[src/rtl/ram_arbiter.sv]
// Two-port (fetch / load-store) arbiter in front of a single-port RAM with one-cycle read latency.
// Optional address bounds checking is enabled by defining RAM_ARB_BOUNDS_EN.
//
// Handshake: a requester holds REQ/ADDR/WDATA stable until it sees GNT high in the same cycle;
// exactly one RVALID pulse follows each GNT in the next cycle, carrying RDATA (0 for store acks
// and out-of-range accesses). There is no backpressure on the response side.
module ram_arbiter #(
    parameter int XLEN       = 32,
    parameter int RAM_SIZE   = 'h600,
    parameter int STARVE_MAX = 4
) (
    input  logic                        CLK,
    input  logic                        RESETN,
    input  logic                        I_REQ,
    input  logic [XLEN-1:0]             I_ADDR,
    output logic                        I_GNT,
    output logic                        I_RVALID,
    output logic [31:0]                 I_RDATA,
    input  logic                        D_REQ,
    input  logic                        D_WE,
    input  logic [3:0]                  D_WSTRB,
    input  logic [XLEN-1:0]             D_ADDR,
    input  logic [31:0]                 D_WDATA,
    output logic                        D_GNT,
    output logic                        D_RVALID,
    output logic [31:0]                 D_RDATA,
    output logic                        MEM_EN,
    output logic [3:0]                  MEM_WE,
    output logic [$clog2(RAM_SIZE)-1:0] MEM_ADDR,
    output logic [31:0]                 MEM_WDATA,
    input  logic [31:0]                 MEM_RDATA,
    output logic                        ERR
);

    localparam int AW = $clog2(RAM_SIZE);

    typedef enum logic [1:0] {
        OWN_NONE = 2'd0,
        OWN_I    = 2'd1,
        OWN_D    = 2'd2
    } owner_t;

    owner_t          owner;
    logic            store_q;
    logic            err_q;
    logic [3:0]      starve_cnt;

    logic            i_sel;
    logic            any_gnt;
    logic            oor;
    logic [XLEN-1:0] g_addr;
    logic            unused_addr;

    always_comb begin
        i_sel   = I_REQ && (!D_REQ || (starve_cnt == 4'(STARVE_MAX)));
        I_GNT   = RESETN && i_sel;
        D_GNT   = RESETN && D_REQ && !i_sel;
        any_gnt = I_GNT || D_GNT;
        g_addr  = I_GNT ? I_ADDR : D_ADDR;
    end

`ifdef RAM_ARB_BOUNDS_EN
    // Out of range: index past the array, or any address bit above the index field set.
    always_comb begin
        oor = (XLEN'(g_addr[AW+1:2]) >= XLEN'(RAM_SIZE)) || ((g_addr >> (AW + 2)) != '0);
    end
    assign unused_addr = ^g_addr[1:0];
`else
    always_comb begin
        oor = 1'b0;
    end
    assign unused_addr = ^{g_addr[XLEN-1:AW+2], g_addr[1:0]};
`endif

    always_comb begin
        MEM_EN    = any_gnt && !oor;
        MEM_WE    = (D_GNT && D_WE && !oor) ? D_WSTRB : 4'b0000;
        MEM_ADDR  = g_addr[AW+1:2];
        MEM_WDATA = D_GNT ? D_WDATA : 32'h0;
    end

    always_ff @(posedge CLK) begin
        if (!RESETN) begin
            owner      <= OWN_NONE;
            store_q    <= 1'b0;
            err_q      <= 1'b0;
            starve_cnt <= 4'd0;
        end else begin
            owner   <= I_GNT ? OWN_I : (D_GNT ? OWN_D : OWN_NONE);
            store_q <= D_GNT && D_WE;
            err_q   <= any_gnt && oor;
            if (!I_REQ || I_GNT) begin
                starve_cnt <= 4'd0;
            end else if (starve_cnt != 4'(STARVE_MAX)) begin
                starve_cnt <= starve_cnt + 4'd1;
            end
        end
    end

    // Read data is passed straight through from the RAM in the response cycle.
    always_comb begin
        I_RVALID = (owner == OWN_I);
        D_RVALID = (owner == OWN_D);
        I_RDATA  = (I_RVALID && !err_q) ? MEM_RDATA : 32'h0;
        D_RDATA  = (D_RVALID && !err_q && !store_q) ? MEM_RDATA : 32'h0;
        ERR      = err_q;
    end

endmodule
[config.mk]
export PLATFORM = sky130hd
export DESIGN_NAME = ram_arbiter
export DESIGN_NICKNAME = d
export VERILOG_FILES = /design/src/rtl/ram_arbiter.sv
export SDC_FILE = /design/constraint.sdc
export NUM_CORES = 1
export LEC_CHECK = 0
export BUFFER_PORTS_ARGS = -buffer_cell sky130_fd_sc_hd__buf_2
export CORE_AREA = 8 8 93 95
export DETAILED_ROUTE_END_ITERATION = 10
export DIE_AREA = 0 0 101 103
export MAX_ROUTING_LAYER = met4
export PLACE_DENSITY = 0.65
export SYNTH_ARGS = -nofsm -noshare
export SYNTH_HDL_FRONTEND = slang
export SYNTH_SLANG_ARGS = --single-unit
[constraint.sdc]
create_clock -name CLK -period 3.29 [get_ports CLK]
set_input_delay 0.658 -clock CLK [delete_from_list [all_inputs] [get_ports CLK]]
set_output_delay 0.658 -clock CLK [all_outputs]
set_load 0.02 [all_outputs]
Word-level counts from Yosys, hierarchy flattened
Index checks and enable logic that the tools add are counted.
{ "totals": {"out_inout_bits": 117, "elab_cells": 32, "reg_bits": 7, "input_bits": 137} }
{ "classes": {"add_sub_neg": 1, "n_bitwise": 1, "n_eq_ne": 4, "muxes": 7, "n_reduce_logical": 15} }
{ "op_table": {"columns": ["cell", "count"], "rows": [
  ["32-bit two-way mux", 3],
  ["13-bit two-way mux", 1],
  ["1-bit logical AND", 6],
  ["4-bit by 1-bit adder with 4-bit output, second input constant", 1],
  ["4-bit by 3-bit == test with 1-bit output, second input constant", 1],
  ["1-bit logical NOT", 4],
  ["4-bit two-way mux", 1],
  ["4-bit by 3-bit inequality test with 1-bit output, second input constant", 1],
  ["2-bit OR reduction", 2],
  ["1-bit logical OR", 3],
  ["2-bit by 1-bit == test with 1-bit output, second input constant", 1],
  ["2-bit == test, second input constant", 1],
  ["2-bit two-way mux", 1],
  ["1-bit two-way mux", 1],
  ["1-bit inverter", 1]
]} }

Logic depth before layout (Yosys ltp)
Gate-level depths: netlist (run 1).
{ "logic_depth": {"word_depth": 7, "ltp_mapped": 8, "mapped_depth_nobuf": 5} }

Worst setup path after synthesis (run 1)
No wires, ideal clock.
{ "synth_path": {"path_type": "register to output", "start": "register starve_cnt[0]", "end": "output MEM_WDATA[22]", "arrival_time_ns": 1.680, "path_stages_with_launch": 8, "slack_ns": 0.952, "n_path_buf": 2, "path_cell_list": "dfxtp_1 -> inv_1 -> ha_1 -> and3b_1 -> buf_6 -> a21oi_1 -> clkbuf_1 -> and2_1"} }
{ "synth_via": {"elab_chain_len": 6} }
{ "synth_lines": {"columns": ["item", "line", "source"], "rows": [
  ["start, declared", "46", "logic [3:0] starve_cnt;"],
  ["start signal, assigned", "95", "starve_cnt <= starve_cnt + 4'd1;"],
  ["4-bit by 3-bit == test with 1-bit output", "55", "i_sel = I_REQ && (!D_REQ || (starve_cnt == 4'(STARVE_MAX)));"],
  ["1-bit logical OR", "55", null],
  ["1-bit logical AND", "55", null],
  ["1-bit logical NOT", "57", "D_GNT = RESETN && D_REQ && !i_sel;"],
  ["1-bit logical AND", "57", null],
  ["via D_GNT", "24", "output logic D_GNT,"],
  ["32-bit two-way mux", "79", "MEM_WDATA = D_GNT ? D_WDATA : 32'h0;"],
  ["end, declared", "30", "output logic [31:0] MEM_WDATA,"]
]} }
The timed path passes the listed nets, and every way through them passes these cells.

Worst setup path after layout (run 1)
{ "layout_path": {"start": "register starve_cnt[0]", "end": "output MEM_ADDR[10]"} }
{ "layout_via": {"elab_chain_len": 5} }
{ "layout_lines": {"columns": ["item", "line", "source"], "rows": [
  ["4-bit by 3-bit == test with 1-bit output", "55", null],
  ["1-bit logical OR", "55", null],
  ["1-bit logical AND", "55", null],
  ["1-bit logical AND", "56", "I_GNT = RESETN && i_sel;"],
  ["13-bit two-way mux", "59", "g_addr = I_GNT ? I_ADDR : D_ADDR;"],
  ["end, declared", "29", "output logic [$clog2(RAM_SIZE)-1:0] MEM_ADDR,"]
]} }
Every way passes these cells.

==> impl_metrics.sql, run 1 <==
INSERT INTO impl_metrics (metric_group, metric, value, unit) VALUES
('run_status', 'run_status', 'complete, no violations', ''),
('cts', 'cts_hold_repair.buffers', '0', ''),
('hold_path', 'hold_endpoint', 'starve_cnt[0]', ''),
('hold_path', 'min-delay-start', 'starve_cnt[0]', ''),
('cts', 'cts_buffers', '3', ''),
('worst_setup_path', 'arrival_time_of_data_at_the_critical_path_endpoint', '1.98', 'ns'),
('synthesis', 'synth_area', '0.00118', 'mm2'),
('synthesis', 'syn_inst', '160', ''),
('worst_setup_path', 'cp_max_fo', '12', ''),
('synthesis', 'synth-seq-cells', '7', ''),
('worst_setup_path', 'setup.worst_path.start_class', 'flip-flop', ''),
('floorplan', 'core_area', '0.00714', 'mm2'),
('synthesis', 'syn_avg_cell_area', '7.41', 'um2'),
('sta', 'final-setup-viol-count', '0', ''),
('cells_and_area', 'nNetsFinal', '504', ''),
('placed_design', 'gpl.final_weighted_congestion', '0.827', ''),
('worst_setup_path', 'reg2reg_depth', '6', ''),
('sta', 'finClkSkew', '0.00169', 'ns'),
('cells_and_area', 'n_antenna_cell', '0', ''),
('placed_design', 'io_buffer_count', '210', ''),
('global_route', 'grt_use_met3', '5.27', '%'),
('cts', 'cts.repair_timing.setup_buffer_count', '0', ''),
('cells_and_area', 'fraction_of_final_layout_cells_sized_beyond_drive_strength_1', '62.9', '%'),
('sta', 'final.setup.worst_slack', '0.653', 'ns'),
('cells_and_area', 'fill_cells', '780', ''),
('sta', 'crit_path_time_final', '2.64', 'ns'),
('routing', 'dr.pass1.iters', '4', ''),
('routing', 'drt_wl_total', '6.15', 'mm'),
('worst_setup_path', 'timing.critical_path.to_type', 'output pin', ''),
('cts', 'cts.clk_slew.worst_paths', '0.04', 'ns'),
('cts', 'cts-root-buf', 'sky130_fd_sc_hd__clkbuf_8', ''),
('routing', 'drt_iter0_drc', '25', ''),
('worst_setup_path', 'critical_path.reg2reg.startpoint', 'starve_cnt[0]', ''),
('synthesis', 'asyncSetResetFlopFracSynth', '0', '%'),
('sta', 'finalSetupTns', '0', 'ns'),
('hold_path', 'worst_hold_path_type', 'reg -> reg', ''),
('worst_setup_path', 'timing.reg2reg.setup_slack', '1.69', 'ns'),
('floorplan', 'std_cell_rows', '31', ''),
('routing', 'post_detailed_route_via_to_cell_ratio', '3.90', ''),
('synthesis', 'synth_enable_flop_cells', '0', ''),
('global_route', 'most_used_layer_global_route', 'met2', ''),
('synthesis', 'most_frequent_cell_after_synthesis', 'sky130_fd_sc_hd__and2_1', ''),
('power_and_ir_drop', 'p_leak', '1.54', 'nW'),
('synthesis', 'synth_ff_type', 'sky130_fd_sc_hd__dfxtp_1', ''),
('synthesis', 'yosys.area.top_type_share', '51.2', '%'),
('sta', 'setup_repair_after_global_routing_missed_its_margin', 'false', ''),
('floorplan', 'die_w', '101', 'um'),
('global_route', 'grtUsageMet2', '17.8', '%'),
('sta', 'fmax', '0.379', 'GHz'),
('global_route', 'grt_use_total', '10.6', '%'),
('floorplan', 'die_height', '103', 'um'),
('routing', 'drtAntennaViolNets', '0', ''),
('synthesis', 'synth_largest_area_cell', 'sky130_fd_sc_hd__and2_1', ''),
('synthesis', 'ys_top_cells_by_area', 'sky130_fd_sc_hd__and2_1, sky130_fd_sc_hd__dfxtp_1, sky130_fd_sc_hd__mux2_4', ''),
('job', 'max-cap-violations', '0', ''),
('placed_design', 'post-place-ws', '0.886', 'ns'),
('global_route', 'met1_usage', '10.2', '%'),
('cells_and_area', 'layout.core_utilization', '33.1', '%'),
('cts', 'worst_skew_pair.late_latency', '0.22', 'ns'),
('floorplan', 'initial_core_util', '16.6', '%'),
('sta', 'hold_ws', '0.503', 'ns'),
('synthesis', 'synthesis.nets', '299', ''),
('cts', 'clockBufferDepth', '2', ''),
('hold_path', 'min_path_cells', '1', ''),
('worst_setup_path', 'setup.worst_path.class', 'reg -> out', ''),
('cts', 'cts_tree', 'done', ''),
('worst_setup_path', 'regToRegEndpoint', 'store_q', ''),
('synthesis', 'list_of_most_frequent_post_synthesis_cells', 'sky130_fd_sc_hd__and2_1, sky130_fd_sc_hd__mux2_4, sky130_fd_sc_hd__clkbuf_1, sky130_fd_sc_hd__dfxtp_1, sky130_fd_sc_hd__nor2b_1', ''),
('placed_design', 'dp_hpwl', '5.56', 'mm'),
('synthesis', 'synthDistinctLibCells', '26', ''),
('global_route', 'grt_max_degree', '39', '');
==> cells by family after synthesis <==
kind of cell               count (synthesis)  share of synthesized area (%)
muxes                                     12                           14.1
AOI/OAI and AO/OA                          6                           4.22
and+or+nand+nor                          116                           60.4
other                                      1                          0.316
buffers and inverters                     16                           6.97
adders and majority gates                  2                           2.11
DFF                                        7                           11.8
==> stage by stage <==
step / power, mW / std cells
6_report: 0.462 / 463
5_1_grt: 0.496 / 463
4_1_cts: 0.470 / 463
3_5_place_dp: 0.349 / 459
3_3_place_gp: 0.346 / 459
2_1_floorplan: 0.230 / 160
==> metal layers <==
layer	part of all wire [%]	up-vias	routed length, um
li1	-	901	-
met1	35	751	2180
met2	46	149	2860
met3	17	4	1050
met4	1.1	0	65
met5	0	-	0
==> where the power goes <==
part / total (mW) / internal (mW) / switching [mW]
Sequential: 0.0888 / 0.0876 / 0.00119
Combinational: 0.255 / 0.114 / 0.141
Clock: 0.118 / 0.0836 / 0.0343
==> how the worst max path moves through the flow <==
stage                        startpoint            end  slack [ns]  cells after the start
after global routing      starve_cnt[0]      MEM_WE[3]        0.51                      7
after floorplan           starve_cnt[0]  MEM_WDATA[22]        0.95                      7
final                     starve_cnt[0]   MEM_ADDR[10]        0.65                      6
after global placement    starve_cnt[0]   MEM_ADDR[10]        0.91                      6
after detailed placement  starve_cnt[0]   MEM_ADDR[10]        0.89                      6
after CTS                 starve_cnt[0]   MEM_ADDR[10]        0.64                      6
==> area by class of cell <==
class | count | area (um2) | area share (%)
clock buffers | 4 | 45.0 | 1.91
inverters | 3 | 11.3 | 0.477
multi-input cells | 137 | 966 | 40.9
flip-flops and latches | 7 | 140 | 5.94
well taps | 99 | 124 | 5.25
repair buffers | 213 | 1070 | 45.5
==> registers in the layout, indices dropped and copies added (netlist names) <==
register / flops
owner: 2
starve_cnt: 4
store_q: 1
==> worst max-delay path, stage by stage (launching register included) <==
cell                      delay [ns]
sky130_fd_sc_hd__dfxtp_1        0.33
sky130_fd_sc_hd__inv_1          0.07
sky130_fd_sc_hd__ha_1           0.18
sky130_fd_sc_hd__and3b_1        0.31
sky130_fd_sc_hd__o211a_4        0.33
sky130_fd_sc_hd__mux2_2         0.37
sky130_fd_sc_hd__buf_2          0.16
==> placed cells by master (no fill, tap or decap), types with 2 or more instances in the layout <==
cell type	synthesis	layout
sky130_fd_sc_hd__ha_1	2	2
sky130_fd_sc_hd__clkbuf_8	0	3
sky130_fd_sc_hd__inv_1	3	3
sky130_fd_sc_hd__a21oi_1	3	2
sky130_fd_sc_hd__mux2_2	2	2
sky130_fd_sc_hd__and2_1	97	97
sky130_fd_sc_hd__buf_4	1	3
sky130_fd_sc_hd__nor2_1	3	3
sky130_fd_sc_hd__dfxtp_1	7	7
sky130_fd_sc_hd__buf_2	1	210
sky130_fd_sc_hd__nor2b_1	5	5
sky130_fd_sc_hd__mux2_4	9	9
sky130_fd_sc_hd__nand3_1	2	2
sky130_fd_sc_hd__and3_1	4	4
No activity file was read; power rests on OpenSTA's default activity.
==> run 2: changes to the inputs <==
==> constraint.sdc (replaced) <==
create_clock -name CLK -period 2.6 [get_ports CLK]
set_input_delay 0.52 -clock CLK [delete_from_list [all_inputs] [get_ports CLK]]
set_output_delay 0.52 -clock CLK [all_outputs]
set_load 0.02 [all_outputs]
==> impl_metrics.sql, run 2 (synthesis results as in run 1) <==
INSERT INTO impl_metrics (metric_group, metric, value, unit) VALUES
('run_status', 'run_status', 'complete, no violations', ''),
('sta', 'fmax', '0.406', 'GHz'),
('cells_and_area', 'fill_cells', '802', ''),
('hold_path', 'min-delay-start', 'starve_cnt[0]', ''),
('cells_and_area', 'nNetsFinal', '504', ''),
('cts', 'cts_hold_repair.buffers', '0', ''),
('cts', 'clockBufferDepth', '2', ''),
('sta', 'finalSetupTns', '0', 'ns'),
('floorplan', 'top_level_ports', '254', ''),
('sta', 'setup_repair_after_global_routing_missed_its_margin', 'false', ''),
('cells_and_area', 'area.sequential', '140', 'um2'),
('worst_setup_path', 'setup.worst_path.start_class', 'flip-flop', ''),
('power_and_ir_drop', 'power.ir.vdd_worst', '113', 'uV'),
('routing', 'dr.pass1.iters', '4', ''),
('sta', 'final-setup-viol-count', '0', ''),
('cells_and_area', 'syn2layout_area_growth', '99.3', '%'),
('cts', 'count_of_h_tree_levels_built_during_cts', '1', ''),
('cells_and_area', 'n_antenna_cell', '0', ''),
('floorplan', 'std_cell_rows', '31', ''),
('cts', 'cts_resized', '0', ''),
('worst_setup_path', 'critPathLaunch', 'starve_cnt[0]', ''),
('routing', 'vias', '1826', ''),
('global_route', 'number_of_antenna_violations_at_the_first_check_in_global_routing', '0', ''),
('sta', 'min_period_over_period', '94.7', '%'),
('worst_setup_path', 'cp_max_fo', '12', ''),
('cells_and_area', 'mostFrequentLayoutCells', 'sky130_fd_sc_hd__buf_2, sky130_fd_sc_hd__and2_1, sky130_fd_sc_hd__mux2_4, sky130_fd_sc_hd__dfxtp_1, sky130_fd_sc_hd__nor2b_1', ''),
('worst_setup_path', 'worstPathRequired', '2.08', 'ns'),
('global_route', 'grt.overflow.total', '0', ''),
('hold_path', 'hold_endpoint', 'starve_cnt[0]', ''),
('cells_and_area', 'commonest_non_fill_non_tap_cell_in_the_layout', 'sky130_fd_sc_hd__buf_2', ''),
('routing', 'drt_wl_total', '6.17', 'mm'),
('sta', 'number_of_slew_limit_violations_in_the_final_report', '0', ''),
('worst_setup_path', 'regToRegEndpoint', 'store_q', ''),
('worst_setup_path', 'setup.worst_path.class', 'reg -> out', ''),
('job', 'max-cap-violations', '0', ''),
('global_route', 'grt_pass1_wl', '8.66', 'mm'),
('global_route', 'grt_pass1_vias', '1886', ''),
('placed_design', 'io_buffer_count', '210', ''),
('placed_design', 'gpl.final_weighted_congestion', '0.828', ''),
('global_route', 'grt_use_total', '10.6', '%'),
('cells_and_area', 'largest_reg_flops', '4', ''),
('routing', 'post_detailed_route_via_to_cell_ratio', '3.94', ''),
('power_and_ir_drop', 'power.density', '248', 'mW/mm2'),
('sta', 'crit_path_time_final', '2.46', 'ns'),
('cts', 'clock_sinks', '7', ''),
('worst_setup_path', 'timing.reg2reg.setup_slack', '1.01', 'ns'),
('floorplan', 'initial_core_util', '16.6', '%'),
('cells_and_area', 'fraction_of_final_layout_cells_sized_beyond_drive_strength_1', '63.2', '%'),
('routing', 'drtAntennaViolNets', '0', ''),
('routing', 'drt-wirelength-per-cell', '13.3', 'um'),
('power_and_ir_drop', 'p_leak', '1.54', 'nW'),
('cts', 'cts-root-buf', 'sky130_fd_sc_hd__clkbuf_8', ''),
('cts', 'cts_buffers', '3', ''),
('sta', 'hold_violations', '0', ''),
('cells_and_area', 'total_area_of_multi_input_combinational_cells', '967', 'um2'),
('cts', 'worst_skew_pair.late_latency', '0.23', 'ns'),
('worst_setup_path', 'timing.critical_path.to_type', 'output pin', ''),
('global_route', 'grt_max_degree', '39', ''),
('cts', 'cts_tree', 'done', ''),
('placed_design', 'dp_hpwl', '5.57', 'mm'),
('worst_setup_path', 'arrival_time_of_data_at_the_critical_path_endpoint', '1.94', 'ns'),
('worst_setup_path', 'critical_path.reg2reg.startpoint', 'starve_cnt[0]', ''),
('placed_design', 'post-place-cells', '459', ''),
('cells_and_area', 'final_instance_count_without_filler_cells', '463', ''),
('hold_path', 'worst_hold_path_type', 'reg -> reg', ''),
('cells_and_area', 'largest-register', 'starve_cnt', ''),
('worst_setup_path', 'reg2reg_depth', '6', ''),
('cells_and_area', 'reg_top3', 'starve_cnt (4), owner (2), store_q (1)', ''),
('sta', 'finClkSkew', '0.000671', 'ns'),
('floorplan', 'fp.dieArea', '0.0104', 'mm2'),
('floorplan', 'die_w', '101', 'um'),
('hold_path', 'min_path_cells', '1', ''),
('floorplan', 'die_height', '103', 'um'),
('cts', 'cts.repair_timing.setup_buffer_count', '0', ''),
('cts', 'cts.clk_slew.worst_paths', '0.04', 'ns'),
('routing', 'drt_iter0_drc', '43', ''),
('routing', 'detail_route.drc_violations', '0', ''),
('floorplan', 'core_area', '0.00714', 'mm2');
==> run 2: cell counts in the layout (fill, tap and decap cells not counted) <==
No cell type changed its count.
==> run 2: worst max path at each step <==
stage / slack, ns / cells past startpoint / end
final: 0.14 / 6 / MEM_ADDR[7]
after global routing: 0.004 / 7 / MEM_WE[3]
after CTS: 0.08 / 6 / MEM_ADDR[10]
after detailed placement: 0.33 / 6 / MEM_ADDR[10]
after global placement: 0.35 / 6 / MEM_ADDR[10]
after floorplan: 0.40 / 7 / MEM_WDATA[22]
==> run 2: layer usage <==
metal	share of wire [%]	GRT usage [%]	vias to the layer above	wire length, um
li1	-	-	901	-
met1	37	10.2	772	2260
met2	46	17.8	147	2830
met3	17	5.74	6	1020
met4	0.94	3.78	0	58
met5	0	-	-	0
==> run 2: report_power, final <==
| group | leakage, nW | internal, mW | switching (mW) |
|---|---|---|---|
| registers | 0.0571 | 0.111 | 0.00149 |
| logic | 1.46 | 0.144 | 0.179 |
| clock network | 0.0228 | 0.106 | 0.0450 |
| total | 1.54 | 0.361 | 0.225 |
==> run 2: area by class of cell <==
type                            instances  share of cell area [%]
Multi-Input combinational cell        137                    41.0
Tap cell                               99                    5.25
Timing Repair Buffer                  213                    45.5
Inverter                                3                   0.477
Clock buffer                            4                    1.91
Sequential cell                         7                    5.94
==> run 2: stage by stage <==
stage               cell area, um2  worst slack, ns  power, mW  hold slack (ns)  util (%)
floorplan                     1180            0.400      0.291            0.450         -
global placement              2310            0.353      0.437            0.484      32.4
detailed placement            2310            0.326      0.442            0.487      32.4
CTS                           2360           0.0803      0.594            0.493      33.1
global route                  2360          0.00383      0.633            0.535      33.1
finish                        2360            0.138      0.586            0.491      33.1
==> run 2: critical path, stage by stage, from the launching register on <==
cell and delay [ns]:
sky130_fd_sc_hd__dfxtp_1 0.37, sky130_fd_sc_hd__inv_1 0.06, sky130_fd_sc_hd__ha_1 0.22, sky130_fd_sc_hd__and3b_2 0.26, sky130_fd_sc_hd__o211a_4 0.33, sky130_fd_sc_hd__mux2_4 0.32, sky130_fd_sc_hd__buf_2 0.16
